--- config.mk ---
export PLATFORM = sky130hd
export DESIGN_NAME = mem_ctrl
export DESIGN_NICKNAME = d
export VERILOG_FILES = /design/src/rtl/mem_pkg.sv /design/src/rtl/mem_lane.sv /design/src/rtl/mem_ctrl.sv
export SDC_FILE = /design/constraint.sdc
export NUM_CORES = 1
export LEC_CHECK = 0
export ABC_AREA = 0
export CELL_PAD_IN_SITES_DETAIL_PLACEMENT = 1
export CELL_PAD_IN_SITES_GLOBAL_PLACEMENT = 1
export CORE_MARGIN = 3
export CORE_UTILIZATION = 37
export CTS_CLUSTER_DIAMETER = 150
export DETAILED_ROUTE_END_ITERATION = 8
export PLACE_DENSITY_LB_ADDON = 0.05
export SYNTH_ARGS = -nofsm -noshare
export SYNTH_HDL_FRONTEND = slang
export SYNTH_SLANG_ARGS = --single-unit
--- constraint.sdc ---
create_clock -name clk -period 6 [get_ports clk]
set_input_delay 1.5 -clock clk [delete_from_list [all_inputs] [get_ports clk]]
set_output_delay 1.5 -clock clk [all_outputs]
set_load 0.02 [all_outputs]
--- src/rtl/mem_pkg.sv ---
// mem_pkg: access-size encodings, controller states and access legality check.
package mem_pkg;
  localparam logic [1:0] SZ_BYTE = 2'b00;
  localparam logic [1:0] SZ_HALF = 2'b01;
  localparam logic [1:0] SZ_WORD = 2'b10;
  typedef enum logic [2:0] {IDLE, READ, RMW_RD, WRITE, RESP} state_t;
  // Reserved size or an address not aligned to the access size
  function automatic logic bad_access(input logic [1:0] size, input logic [1:0] off);
    return (size == 2'b11) || (size == SZ_HALF && off[0]) || (size == SZ_WORD && off != 2'b00);
  endfunction
endpackage

--- src/rtl/mem_lane.sv ---
// mem_lane: little-endian lane extract/extend for loads and lane merge for stores.
module mem_lane import mem_pkg::*; (
  input  logic [1:0]  size_i,
  input  logic        sign_ext_i,
  input  logic [1:0]  off_i,
  input  logic [31:0] rd_i,
  input  logic [31:0] wdata_i,
  input  logic [31:0] merge_i,
  output logic [31:0] load_o,
  output logic [31:0] store_o
);
  logic [31:0] sh, mask, data;
  always_comb begin
    sh = rd_i >> {off_i, 3'b000};
    load_o = size_i == SZ_BYTE ? {{24{sign_ext_i & sh[7]}}, sh[7:0]} :
             size_i == SZ_HALF ? {{16{sign_ext_i & sh[15]}}, sh[15:0]} : rd_i;
    mask = size_i == SZ_BYTE ? 32'h0000_00ff << {off_i, 3'b000} :
           size_i == SZ_HALF ? 32'h0000_ffff << {off_i[1], 4'b0000} : 32'hffff_ffff;
    data = size_i == SZ_BYTE ? {4{wdata_i[7:0]}} :
           size_i == SZ_HALF ? {2{wdata_i[15:0]}} : wdata_i;
    store_o = (merge_i & ~mask) | (data & mask);
  end
endmodule

--- src/rtl/mem_ctrl.sv ---
// mem_ctrl: single-port load/store controller with read-modify-write for sub-word stores.
module mem_ctrl import mem_pkg::*; #(
  parameter int ADDR_W = 32
) (
  input  logic              clk,
  input  logic              reset,
  input  logic              req,
  input  logic              wr,
  input  logic [1:0]        size,
  input  logic              sign_ext,
  input  logic [ADDR_W-1:0] addr,
  input  logic [31:0]       wdata,
  output logic              busy,
  output logic              done,
  output logic              err,
  output logic [31:0]       rdata,
  output logic [ADDR_W-1:0] mem_a,
  output logic              mem_we,
  output logic [31:0]       mem_wd,
  input  logic [31:0]       mem_rd
);
  state_t state_q, state_d;
  logic wr_q, sx_q, err_q;
  logic [1:0] size_q;
  logic [ADDR_W-1:0] addr_q;
  logic [31:0] wdata_q, merge_q, rdata_q, load;
  mem_lane u_lane (
    .size_i(size_q), .sign_ext_i(sx_q), .off_i(addr_q[1:0]), .rd_i(mem_rd),
    .wdata_i(wdata_q), .merge_i(merge_q), .load_o(load), .store_o(mem_wd)
  );
  always_ff @(posedge clk or posedge reset) begin
    if (reset) begin
      state_q <= IDLE;
      wr_q    <= 1'b0;
      sx_q    <= 1'b0;
      err_q   <= 1'b0;
      size_q  <= '0;
      addr_q  <= '0;
      wdata_q <= '0;
      merge_q <= '0;
      rdata_q <= '0;
    end else begin
      state_q <= state_d;
      if (state_q == IDLE && req) begin
        wr_q    <= wr;
        sx_q    <= sign_ext;
        size_q  <= size;
        addr_q  <= addr;
        wdata_q <= wdata;
        err_q   <= bad_access(size, addr[1:0]);
      end
      if (state_q == RMW_RD) merge_q <= mem_rd;
      if (state_q == READ) rdata_q <= load;
    end
  end
  always_comb begin
    state_d = state_q;
    unique case (state_q)
      IDLE:    if (req) state_d = bad_access(size, addr[1:0]) ? RESP :
                                  !wr ? READ : size == SZ_WORD ? WRITE : RMW_RD;
      READ:    state_d = RESP;
      RMW_RD:  state_d = WRITE;
      WRITE:   state_d = RESP;
      RESP:    state_d = IDLE;
      default: state_d = IDLE;
    endcase
  end
  assign busy   = state_q != IDLE;
  assign done   = state_q == RESP;
  assign err    = done & err_q;
  assign mem_we = state_q == WRITE && wr_q;
  assign mem_a  = {addr_q[ADDR_W-1:2], 2'b00};
  assign rdata  = rdata_q;
endmodule

# ---- Word level (Yosys, flattened, before mapping)
# Cells that the tools add are included.
dict set report totals {
  ff_bits 136
  latchBits 0
  mem_bits_rw 0
  romBits 0
  input_bits 103
  out_inout_bits 100
  elab_cells 50
  memories 0
}
dict set report classes {
  addsub 0
  n_mul 0
  div 0
  n_lt_le_gt_ge 0
  n_eq_ne 9
  n_shift 3
  muxes 11
  n_bitwise 7
  reduce_logical 11
}
# op count
set op_table {}
lappend op_table {{2-to-1 mux 32 bit} 6}
lappend op_table {{bitwise AND 32 bit} 2}
lappend op_table {{inverter 32 bit} 1}
lappend op_table {{OR 32 bit} 1}
lappend op_table {{left shift 16 x 5 -> 32 bit (first input constant)} 1}
lappend op_table {{left shift 8 x 5 -> 32 bit (first input constant)} 1}
lappend op_table {{>> shifter 32 x 5 -> 16 bit} 1}
lappend op_table {{case mux 3 bit (3 select lines)} 1}
lappend op_table {{equality test 3 x 2 -> 1 bit (second input constant)} 2}
lappend op_table {{2-to-1 mux 3 bit} 2}
lappend op_table {{equality test 2 x 1 -> 1 bit (second input constant)} 2}
lappend op_table {{equality test 2 bit (second input constant)} 2}
lappend op_table {{logical AND 1 bit} 4}
lappend op_table {{bitwise AND 1 bit} 3}
lappend op_table {{equality test 3 x 1 -> 1 bit (second input constant)} 1}
lappend op_table {{equality test 3 bit (second input constant)} 1}
lappend op_table {{zero test 3 bit} 1}
lappend op_table {{nonzero test 3 bit} 1}
lappend op_table {{zero test 2 bit} 1}
lappend op_table {{logical OR 1 bit} 2}
lappend op_table {{2-to-1 mux 2 bit} 1}
lappend op_table {{inequality test 2 bit (second input constant)} 1}
lappend op_table {{nonzero test 2 bit} 1}
lappend op_table {{OR reduction 2 bit} 1}
lappend op_table {{2-to-1 mux 1 bit} 1}

# ---- Longest topological paths before layout
dict set report depth {
  depth_word 7
  ltp_mapped 7
  depth_no_buf 4
}

# ---- Hierarchy
# Synthesis repeated with hierarchy kept, for this count alone.
dict set report hier_totals {
  cells_unflattened 734
  hier_area_um2 7041.8
}
# mod n_inst cells_per_inst area_per_inst_um2 seq_area_each_um2
set by_module_without_submodules {}
lappend by_module_without_submodules {mem_ctrl 1 479 5370.2 3403.3}
lappend by_module_without_submodules {mem_lane 1 255 1671.6 0.0}

# ---- Worst setup path after synthesis
# Ideal clock, no wire load.
dict set report synth_timing {
  kind {register -> output}
  start {register addr_q[0]}
  end {output mem_wd[10]}
  t_arrival_ns 1.613
  required_ns 4.500
  setup_slack_ns 2.887
  stages_incl_launch_ff 7
  n_path_buf 2
  path_cell_list {dfrtp_1 > buf_2 > or2_2 > a21oi_1 > buf_2 > nand2_1 > o21ai_0}
}
dict set report synth_between {
  elab_chain_cells 5
  elab_cells_between_ends 6
  classes_between {1 x shift; 1 x mux; 4 x bitwise}
}
# element line
set synth_lines {}
lappend synth_lines {{from (decl)} mem_ctrl.sv:25} ;# logic [ADDR_W-1:0] addr_q;
lappend synth_lines {{from (signal assigned)} mem_ctrl.sv:48} ;# addr_q <= addr;
lappend synth_lines {{left shift 8 x 5 -> 32 bit *} mem_lane.sv:17} ;# mask = size_i == SZ_BYTE ? 32'h0000_00ff << {off_i, 3'b000} :
lappend synth_lines {{2-to-1 mux 32 bit *} mem_lane.sv:17}
lappend synth_lines {{inverter 32 bit} mem_lane.sv:21} ;# store_o = (merge_i & ~mask) | (data & mask);
lappend synth_lines {{bitwise AND 32 bit} mem_lane.sv:21}
lappend synth_lines {{OR 32 bit *} mem_lane.sv:21}
lappend synth_lines {{to (decl)} mem_ctrl.sv:19} ;# output logic [31:0] mem_wd,
# Mark *: on every way between the ends. The rest lies on a longest branch, timed or not.

# ---- Worst setup path in the final report
dict set report layout_timing {
  start {register addr_q[1]}
  end {output mem_wd[9]}
}
dict set report layout_between {
  elab_chain_cells 6
  elab_cells_between_ends 8
  classes_between {2 x shift; 2 x mux; 4 x bitwise}
}
# element line
set layout_lines {}
lappend layout_lines {{left shift 16 x 5 -> 32 bit} mem_lane.sv:18} ;# size_i == SZ_HALF ? 32'h0000_ffff << {off_i[1], 4'b0000} : 32'hffff_ffff;
lappend layout_lines {{2-to-1 mux 32 bit} mem_lane.sv:18}
lappend layout_lines {{2-to-1 mux 32 bit *} mem_lane.sv:17}
lappend layout_lines {{inverter 32 bit} mem_lane.sv:21}
lappend layout_lines {{bitwise AND 32 bit} mem_lane.sv:21}
lappend layout_lines {{OR 32 bit *} mem_lane.sv:21}
# Marked as above.

==> results list <==
- In this run the power density over the cells is 645 nW/µm².
- Required time of the worst setup path: 4500 ps
- Antenna Diode Count: 0
* Crit path to: mem_wd[9]
* Final setup violation count: 0
- Vias in the first global route: 5,817
- Counting flops with an async set or reset pin after synthesis yields a share of 100%.
- Post-CTS repair timing setup buffer count: 0
* Slew at the pin closest to its max-slew limit: 1230 ps
* R2R depth: 4
- Dividing the synthesized area by the synthesized cell count gives 11.5 µm².
* Core outline area: 18,000 µm²
- The critical path is of the reg2out type.
* GRT Overall Usage: 21.5%
* Synth Register Bits: 136
* Maximum number of pins on one net before global-route repair: 95
- Compared with the post-synthesis result, the final layout area differs by 36.1%.
* Number of warnings reported in the yosys synthesis log: 0
* Initial DRT Pass Iterations: 6
- The smallest clock period supported by the final layout is computed as 5200 ps.
- In this run the critical register-to-register path is launched from state_q[2].
- Of the cells placed in the final design, the portion with a size suffix greater than 1 is 21.3%.
- DRC: 0
* Initial Util: 37.9%
- Kind of launch point of the worst setup path: flip-flop
- The floorplan step defined a die boundary enclosing 20,100 µm².
- Post-DR wirelength/cell: 21.6 µm
- Hold repair after CTS inserted 0 buffers.
* Relative slew margins: 18.2%
- Share of the core filled with cells: 51.6%
- Max Clk Rate: 0.192 GHz
- The worst setup path is captured at an output pin.
- The total count of hold-check failures in the final report is 0.
* Flip-flop cell with the highest count after synthesis: sky130_fd_sc_hd__dfrtp_1
- Fin nets: 852
- CTS built an H-tree with a depth of 4.
- Portion of the post-synthesis area used by sequential elements: 49.8%
- The run finished with clean final reports.
- Data arrival, critical path: 3700 ps
- Leak pwr: 3.82 nW
* Clock tree skew after final layout: 5.83 ps
- After synthesis, the netlist uses 45 different library cells.
* Placer congestion estimate: 0.809
* Cell chosen for the clock root: sky130_fd_sc_hd__clkbuf_16
- In this run the deepest clock path goes through 2 buffers.
- Setup slack on the worst reg-to-reg path comes out at 3290 ps.
* R2R Path End: addr_q[21]
- # Max-Cap Violations: 0
* Setup tns final: 0 ps
* I/O pins: 203
* Count of input and output buffers: 200
- DP Area: 8740 µm²
- Overflow after GRT: 0
* Sum of routed wire length over all layers: 21,400 µm
- CTS tree: yes
- Die Height: 142 µm
* Type of the worst min-delay path: reg2reg
* Number of nets with antenna violations after detailed routing: 0
- CTS saw 136 sinks.
- At the later pin of the worst-skew pair, clock insertion delay measures 420 ps.
- The count of final max-slew check failures was 0.
* Count of instances resized after the clock tree is built: 0
- Unrepaired setup endpoints after global routing: no
* Width of the die: 142 µm
- Post-route standard cell area excluding fillers: 9300 µm²
- Critical path launch point: addr_q[1]
* Global-route wire length before repair: 33,500 µm
* Drt first-iter violations: 176
- Clock slew at the register clock pins of the worst setup and hold paths: 60 ps
* Maximum vdd ir drop: 322 µV
- The routed layout has 5,291 vias.
* Count of standard-cell rows: 49
- In the synthesized netlist, the number of instances is 593.
- Summed over all nets, the half-perimeter wirelength after detailed placement is 15,600 µm.
* Cell area after synthesis: 6830 µm²
- Final clock period utilization by the worst path: 86.6%
* Initial antenna violation count: 0
* Top fanout value on the critical path: 25
- The synthesized design contains 0 enable-type register cells.
- Vias per cell: 5.34
- TritonCTS created 17 clock buffers.
==> layout by cell type (no fill, tap or decap), types with 3 or more instances in the layout <==
master,Yosys,layout
sky130_fd_sc_hd__o21a_1,7,7
sky130_fd_sc_hd__a31oi_1,3,3
sky130_fd_sc_hd__or4_1,7,7
sky130_fd_sc_hd__nand2b_1,6,6
sky130_fd_sc_hd__buf_4,41,7
sky130_fd_sc_hd__inv_1,6,5
sky130_fd_sc_hd__nor2_1,17,17
sky130_fd_sc_hd__o21ai_0,36,36
sky130_fd_sc_hd__a21oi_1,28,28
sky130_fd_sc_hd__nor3_1,4,3
sky130_fd_sc_hd__clkbuf_1,12,5
sky130_fd_sc_hd__nand2_1,45,45
sky130_fd_sc_hd__clkinv_2,0,5
sky130_fd_sc_hd__mux2_2,107,107
sky130_fd_sc_hd__a221oi_1,14,14
sky130_fd_sc_hd__nor2b_1,7,7
sky130_fd_sc_hd__dfrtp_1,136,135
sky130_fd_sc_hd__clkbuf_16,0,17
sky130_fd_sc_hd__mux2_1,6,6
sky130_fd_sc_hd__clkdlybuf4s50_1,0,200
sky130_fd_sc_hd__a22oi_1,7,7
sky130_fd_sc_hd__nand3_1,22,22
sky130_fd_sc_hd__nand3_2,10,10
sky130_fd_sc_hd__mux2i_1,29,29
==> worst min path at each step <==
| stage | from | endpoint | slack (ps) | cells after the start |
|---|---|---|---|---|
| final | rdata[25] | rdata[25] | 490 | 2 |
| after detailed placement | rdata[25] | rdata[25] | 490 | 2 |
| after CTS | rdata[25] | rdata[25] | 500 | 2 |
| after global placement | addr_q[31] | addr_q[31] | 470 | 1 |
| after global routing | merge_q[7] | merge_q[7] | 510 | 1 |
| after floorplan | addr_q[31] | addr_q[31] | 460 | 1 |
==> layout make-up <==
class | count | area [µm²]
Fill cell | 1906 | 8720
Timing Repair Buffer | 207 | 2050
Multi-Input combinational cell | 379 | 2960
Clock buffer | 23 | 458
Inverter | 8 | 35.0
Clock inverter | 9 | 100
Tap cell | 229 | 287
Sequential cell | 136 | 3400
==> cells in the mapped netlist (3+ instances only) <==
| library cell | count | area (µm²) |
|---|---|---|
| sky130_fd_sc_hd__a221oi_1 | 14 | 123 |
| sky130_fd_sc_hd__nor2b_1 | 7 | 43.8 |
| sky130_fd_sc_hd__nand3_1 | 22 | 110 |
| sky130_fd_sc_hd__nor2_1 | 17 | 63.8 |
| sky130_fd_sc_hd__a22oi_1 | 7 | 52.6 |
| sky130_fd_sc_hd__buf_4 | 41 | 308 |
| sky130_fd_sc_hd__mux2i_1 | 29 | 290 |
| sky130_fd_sc_hd__a21oi_1 | 28 | 140 |
| sky130_fd_sc_hd__dfrtp_1 | 136 | 3400 |
| sky130_fd_sc_hd__a31oi_1 | 3 | 18.8 |
| sky130_fd_sc_hd__or4_1 | 7 | 52.6 |
| sky130_fd_sc_hd__nor3_1 | 4 | 20.0 |
| sky130_fd_sc_hd__nand2b_1 | 6 | 37.5 |
| sky130_fd_sc_hd__o21ai_0 | 36 | 180 |
| sky130_fd_sc_hd__buf_2 | 15 | 75.1 |
| sky130_fd_sc_hd__nand2_1 | 45 | 169 |
| sky130_fd_sc_hd__nand3_2 | 10 | 100 |
| sky130_fd_sc_hd__o21a_1 | 7 | 52.6 |
| sky130_fd_sc_hd__inv_1 | 6 | 22.5 |
| sky130_fd_sc_hd__mux2_1 | 6 | 67.6 |
| sky130_fd_sc_hd__clkbuf_1 | 12 | 45.0 |
| sky130_fd_sc_hd__mux2_2 | 107 | 1200 |
==> worst max-delay path, stage by stage, from the launching register on <==
cell and delay (ps):
sky130_fd_sc_hd__dfrtp_1 890, sky130_fd_sc_hd__clkinv_1 540, sky130_fd_sc_hd__a21oi_1 940, sky130_fd_sc_hd__nand2_1 120, sky130_fd_sc_hd__o21ai_0 130, sky130_fd_sc_hd__clkdlybuf4s50_1 650
==> metal layers <==
layer,up-vias,track usage [%],wire (µm)
met3,21,5.90,1450
li1,2393,-,-
met1,2687,28.3,9210
met2,190,35.6,10500
met4,0,5.30,230
met5,-,0,0
==> state kept, by name (all words and copies together), names as in the netlist <==
signal   cells
err_q        1
wr_q         1
merge_q     32
addr_q      32
rdata       32
state_q      3
size_q       2
wdata_q     32
sx_q         1
==> metrics by stage <==
step | hold WS [ps] | instances | worst slack, ps | total power [mW]
floorplan | 459 | 594 | 861 | 3.82
global placement | 469 | 959 | 1500 | 4.94
detailed placement | 488 | 959 | 1310 | 5.03
CTS | 503 | 991 | 820 | 6.06
global route | 511 | 991 | 475 | 6.39
finish | 494 | 991 | 805 | 6.00
==> kinds of logic (layout without fill, tap and decap cells) <==
group / count (synthesis) / in the layout / share of synthesized area (%)
AND/OR/NAND/NOR: 132 / 132 / 10.6
other: 1 / 2 / 0.0549
buffers and inverters: 79 / 247 / 7.09
flip-flops: 136 / 136 / 49.8
AO/OA/AOI/OAI: 102 / 102 / 9.25
multiplexers: 143 / 143 / 23.2
==> power breakdown <==
group | switching [mW] | total (mW) | leakage (nW) | internal (mW)
Combinational | 1.55 | 3.13 | 1.95 | 1.58
Sequential | 0.465 | 1.86 | 1.61 | 1.39
Clock | 0.390 | 1.01 | 0.271 | 0.619
(Power assumes the default switching activity.)
